$ cat config.mk
export PLATFORM = sky130hd
export DESIGN_NAME = mem_stage
export DESIGN_NICKNAME = d
export VERILOG_FILES = /design/src/rtl/cpu_pkg.sv /design/src/rtl/mem_stage.sv
export SDC_FILE = /design/constraint.sdc
export NUM_CORES = 1
export LEC_CHECK = 0
export ABC_AREA = 1
export CORE_MARGIN = 1
export CORE_UTILIZATION = 38
export DETAILED_ROUTE_END_ITERATION = 12
export GPL_TIMING_DRIVEN = 0
export PLACE_DENSITY = 0.79
export SKIP_LAST_GASP = 1
export SLEW_MARGIN = 20
export SYNTH_ARGS = -nofsm -noshare
export SYNTH_HDL_FRONTEND = slang
export SYNTH_SLANG_ARGS = --single-unit
$ cat constraint.sdc
create_clock -name clk -period 1.55 [get_ports clk]
set_clock_uncertainty 0.2 [all_clocks]
set_input_delay 0.2325 -clock clk [delete_from_list [all_inputs] [get_ports clk]]
set_output_delay 0.2325 -clock clk [all_outputs]
set_load 0.1 [all_outputs]
$ cat src/rtl/cpu_pkg.sv
// Shared CPU pipeline definitions: data-path widths and memory-stage FSM states.
package cpu_pkg;

  localparam int AW = 25;
  localparam int DW = 32;

  typedef enum logic [1:0] {
    IDLE,
    WAIT_RESP,
    HOLD
  } mem_state_t;

endpackage

$ cat src/rtl/mem_stage.sv
// Memory-access pipeline stage: issues one data-memory word access per op and
// registers the writeback bus consumed by decode.
module mem_stage #(
  parameter int AW = cpu_pkg::AW,
  parameter int DW = cpu_pkg::DW
) (
  input  logic          clk,
  input  logic          rst,
  input  logic [DW-1:0] ex_res,
  input  logic [DW-1:0] ex_sdata,
  input  logic [AW-1:0] ex_daddr,
  input  logic [4:0]    ex_rd,
  input  logic          ex_rwe,
  input  logic          ex_fwe,
  input  logic          ex_mre,
  input  logic          ex_mwe,
  input  logic          n_stall_in,
  output logic          n_stall,
  output logic          dmem_req,
  output logic          dmem_we,
  output logic [AW-1:0] dmem_addr,
  output logic [DW-1:0] dmem_wdata,
  input  logic          dmem_gnt,
  input  logic          dmem_rvalid,
  input  logic [DW-1:0] dmem_rdata,
  output logic [DW-1:0] wb_res,
  output logic [DW-1:0] wb_memdata,
  output logic          wb_rwe,
  output logic          wb_fwe,
  output logic          wb_mre,
  output logic [4:0]    wb_rd
);
  import cpu_pkg::*;

  mem_state_t    state, state_nxt;
  logic          memop;
  logic          ready;
  logic          rsp_take;
  logic [DW-1:0] load_buf;

  assign memop      = ex_mre | ex_mwe;
  assign dmem_addr  = ex_daddr;
  assign dmem_wdata = ex_sdata;
  assign dmem_we    = ex_mwe;
  assign n_stall    = n_stall_in & ready;

  // rvalid only counts while a load is outstanding; stray responses are dropped
  assign rsp_take = (state == WAIT_RESP) && dmem_rvalid;

  always_comb begin
    state_nxt = state;
    ready     = 1'b0;
    dmem_req  = 1'b0;
    unique case (state)
      IDLE: begin
        if (!memop) begin
          ready = 1'b1;
        end else begin
          dmem_req = 1'b1;
          if (dmem_gnt) begin
            if (ex_mwe) begin
              // store is done once granted; HOLD keeps it from re-issuing
              ready = 1'b1;
              if (!n_stall_in) state_nxt = HOLD;
            end else begin
              state_nxt = WAIT_RESP;
            end
          end
        end
      end
      WAIT_RESP: begin
        if (dmem_rvalid) begin
          ready     = 1'b1;
          state_nxt = n_stall_in ? IDLE : HOLD;
        end
      end
      HOLD: begin
        ready = 1'b1;
        if (n_stall_in) state_nxt = IDLE;
      end
      default: state_nxt = IDLE;
    endcase
  end

  always_ff @(posedge clk) begin
    if (rst) begin
      state      <= IDLE;
      load_buf   <= '0;
      wb_res     <= '0;
      wb_memdata <= '0;
      wb_rwe     <= 1'b0;
      wb_fwe     <= 1'b0;
      wb_mre     <= 1'b0;
      wb_rd      <= '0;
    end else begin
      state <= state_nxt;
      if (rsp_take) load_buf <= dmem_rdata;
      if (n_stall) begin
        wb_res     <= ex_res;
        wb_rd      <= ex_rd;
        wb_rwe     <= ex_rwe & ~ex_mwe;
        wb_fwe     <= ex_fwe & ~ex_mwe;
        wb_mre     <= ex_mre & ~ex_mwe;
        wb_memdata <= rsp_take ? dmem_rdata : load_buf;
      end
    end
  end

endmodule

==> flow_summary.toml <==
[timing]
min_period_over_period_pct = 121
rsz0062_at_grt = "true"
fmax_mhz = 534
hold_violations = 0
relSlewSlack_pct = 37.5
setup_viol = 72
layout_setup_ws_ns = -0.323
slew_violations = 0
final.min_clock_period_ns = 1.87
worst_pin_slew_ns = 0.941

[route]
routed_wirelength_um = 14300
vias_per_cell = 4.60
drc_errors = 0
wire_per_inst_um = 13.3
drt_iter0_markers = 251
drtPass1Iterations = 6
ant_nets = 0
vias = 4969

[setup_path]
timing.rr.start = "state[0]"
rr_worst_depth = 12
crit_type = "reg -> out"
cp-end-kind = "primary output"
start_kind = "register"
cp-endpoint = "n_stall"
rr_endpoint = "wb_res[0]"
critical_path_required_ns = 1.12
crit_fanout = 4
cp-startpoint = "state[0]"
worst_ep_arrival_time_ns = 1.44
reg2reg_slack_ns = -0.27

[status]
failed_checks = "setup timing"
outcome = "finished with violations"

[global_routing]
grt_pass1_vias = 4520
grt_antenna_before_repair = 0
grt_max_degree = 17
grt_first_pass_wirelength_um = 21700
grt_usage_pct = 20.9
grt.overflow.total = 0

[power]
sw_frac_of_total_pct = 42.6
clkPwrFrac_pct = 24.1
seq_power_share_pct = 31.0
p_int_mw = 5.81
p_leak_nw = 3.69
powerDensity_mw_per_mm2 = 1270
switchingPower_mw = 4.31
p_comb_share_pct = 44.9
ir_worst_vdd_v = 0.000555

[die]
die_h_um = 115
num_io_pins = 267
num_rows = 41
start_util_pct = 38.8
die_x_um = 115
core_area_mm2 = 0.0126
fp.dieArea_mm2 = 0.0133

[min_path]
hold_class = "in -> reg"
whs_path_depth = 2

[layout]
fin_cells = 1081
n_antenna_cell = 0
area_growth_pct = 63.2
final_nets = 1039
mostFrequentLayoutCell = "nor2_1"
design_area_mm2 = 0.00797
drive_above_1_share_pct = 37.7
final_cell_mix = "nor2_1 (111), nand2_1 (110), dfxtp_1 (104)"

[placement]
dp_hpwl_um = 9920
dpl_cell_area_mm2 = 0.00720
io_buffer_count = 207
dp_cells = 1048
place.gp.congestion = 0.805

[cts]
tritoncts = "done"
clock_path_buffers = 2
path_clk_slew_ns = 0.07
cts_buffers = 9
hold_buffers = 0
clkLatencyLatePin_ns = 0.34
cts.sinks = 106
cts_root_buffer = "clkbuf_16"
h-tree-depth = 3

[flow_run]
maxCapViolCount = 0

[logic_synthesis]
netlist_area_mm2 = 0.00488
postSynthCellCount = 669
ys_seq_area_share_pct = 43.5
synth_seq_cells = 106
synth_cell_types = 17
synthesis.nets = 804
avgSynthCellArea_um2 = 7.30
ys_warn_count = 0
## registers in the layout, summed over array words and instances, names as in the netlist
signal,flops
wb_rwe,1
state,2
wb_fwe,1
wb_mre,1
wb_res,32
wb_rd,5
wb_memdata,32
load_buf,32
## kinds of logic (layout without fill, tap and decap cells)
kind of cell / after synthesis / after routing / share of synthesized area [%]
AO/OA/AOI/OAI: 106 / 106 / 10.9
buffers and inverters: 152 / 392 / 18.2
flip-flops: 106 / 106 / 43.5
AND/OR/NAND/NOR: 305 / 305 / 27.5
## critical path: stages (launching register included)
cell and delay (ns):
dfxtp_4 0.37, inv_4 0.04, nand2_1 0.07, nand2_2 0.06, inv_2 0.06, nand2_4 0.05
buf_12 0.12, nand2_8 0.06, clkinvlp_4 0.09, buf_12 0.17
## worst min-delay path by stage
| stage | startpoint | to | slack, ns |
|---|---|---|---|
| 3_5_place_dp | wb_memdata[10] | wb_memdata[10] | 0.27 |
| 3_3_place_gp | wb_res[13] | wb_res[13] | 0.26 |
| 4_1_cts | rst | load_buf[0] | 0.1 |
| 2_1_floorplan | dmem_rdata[23] | load_buf[23] | 0.20 |
| 6_report | rst | load_buf[31] | 0.10 |
| 5_1_grt | rst | load_buf[0] | 0.13 |
## routing by layer
layer  part of all wire, %  global-route usage, %  vias up
li1                      -                      -     2528
met1                    41                   24.9     2248
met2                    49                   36.0      178
met3                   7.8                   5.43       15
met4                   1.6                   7.53        0
met5                     0                      0        -
## power groups by stage
stage,sequential (mW),combinational [mW],clock (mW)
global route,3.16,4.77,2.60
global placement,3.15,4.05,0
CTS,3.12,4.38,2.47
finish,3.13,4.55,2.44
detailed placement,3.16,4.07,0
floorplan,4.58,1.67,0
## final cells by class
class / instances / area, um^2
fillers: 1123 / 4600
multi-input cells: 411 / 2300
flip-flops and latches: 106 / 2130
repair buffers: 225 / 2030
plain buffers: 106 / 790
clock buffers: 13 / 280
well taps: 172 / 215
inverters: 45 / 175
clock inverters: 3 / 45.0
## per-stage QoR
step           TNS [ns]  setup WS, ns  hold WS [ns]  util (%)  total power [mW]
2_1_floorplan    -0.121        -0.121         0.199         -              6.25
3_3_place_gp     -90.87         -1.65         0.259      57.3              7.20
5_1_grt          -20.25        -0.418         0.132      63.4              10.5
6_report         -13.49        -0.323         0.104      63.4              10.1
3_5_place_dp     -93.43         -1.66         0.266      57.3              7.23
4_1_cts          -17.20        -0.320        0.0993      62.3              9.97
## cells in the mapped netlist
| library cell | instances | area, um^2 |
|---|---|---|
| nand2_2 | 2 | 12.5 |
| buf_4 | 59 | 443 |
| inv_1 | 41 | 154 |
| a21oi_1 | 72 | 360 |
| inv_2 | 4 | 15.0 |
| nand2_1 | 113 | 424 |
| nand3b_1 | 38 | 285 |
| clkbuf_1 | 15 | 56.3 |
| dfxtp_1 | 106 | 2120 |
| buf_8 | 1 | 15.0 |
| nand3_1 | 39 | 195 |
| buf_2 | 13 | 65.1 |
| buf_1 | 10 | 37.5 |
| nor2_1 | 113 | 424 |
| o21ai_1 | 32 | 160 |
| buf_6 | 9 | 101 |
| o21ai_0 | 2 | 10.0 |
## repair_timing
item	CTS	global route
pin swaps	35	15
endpoints found under the setup margin	204	190
hold endpoints to repair	0	0
setup buffers	9	2
cloned	7	1
gates resized for setup	621	141
No activity file was read; power rests on OpenSTA's default activity.
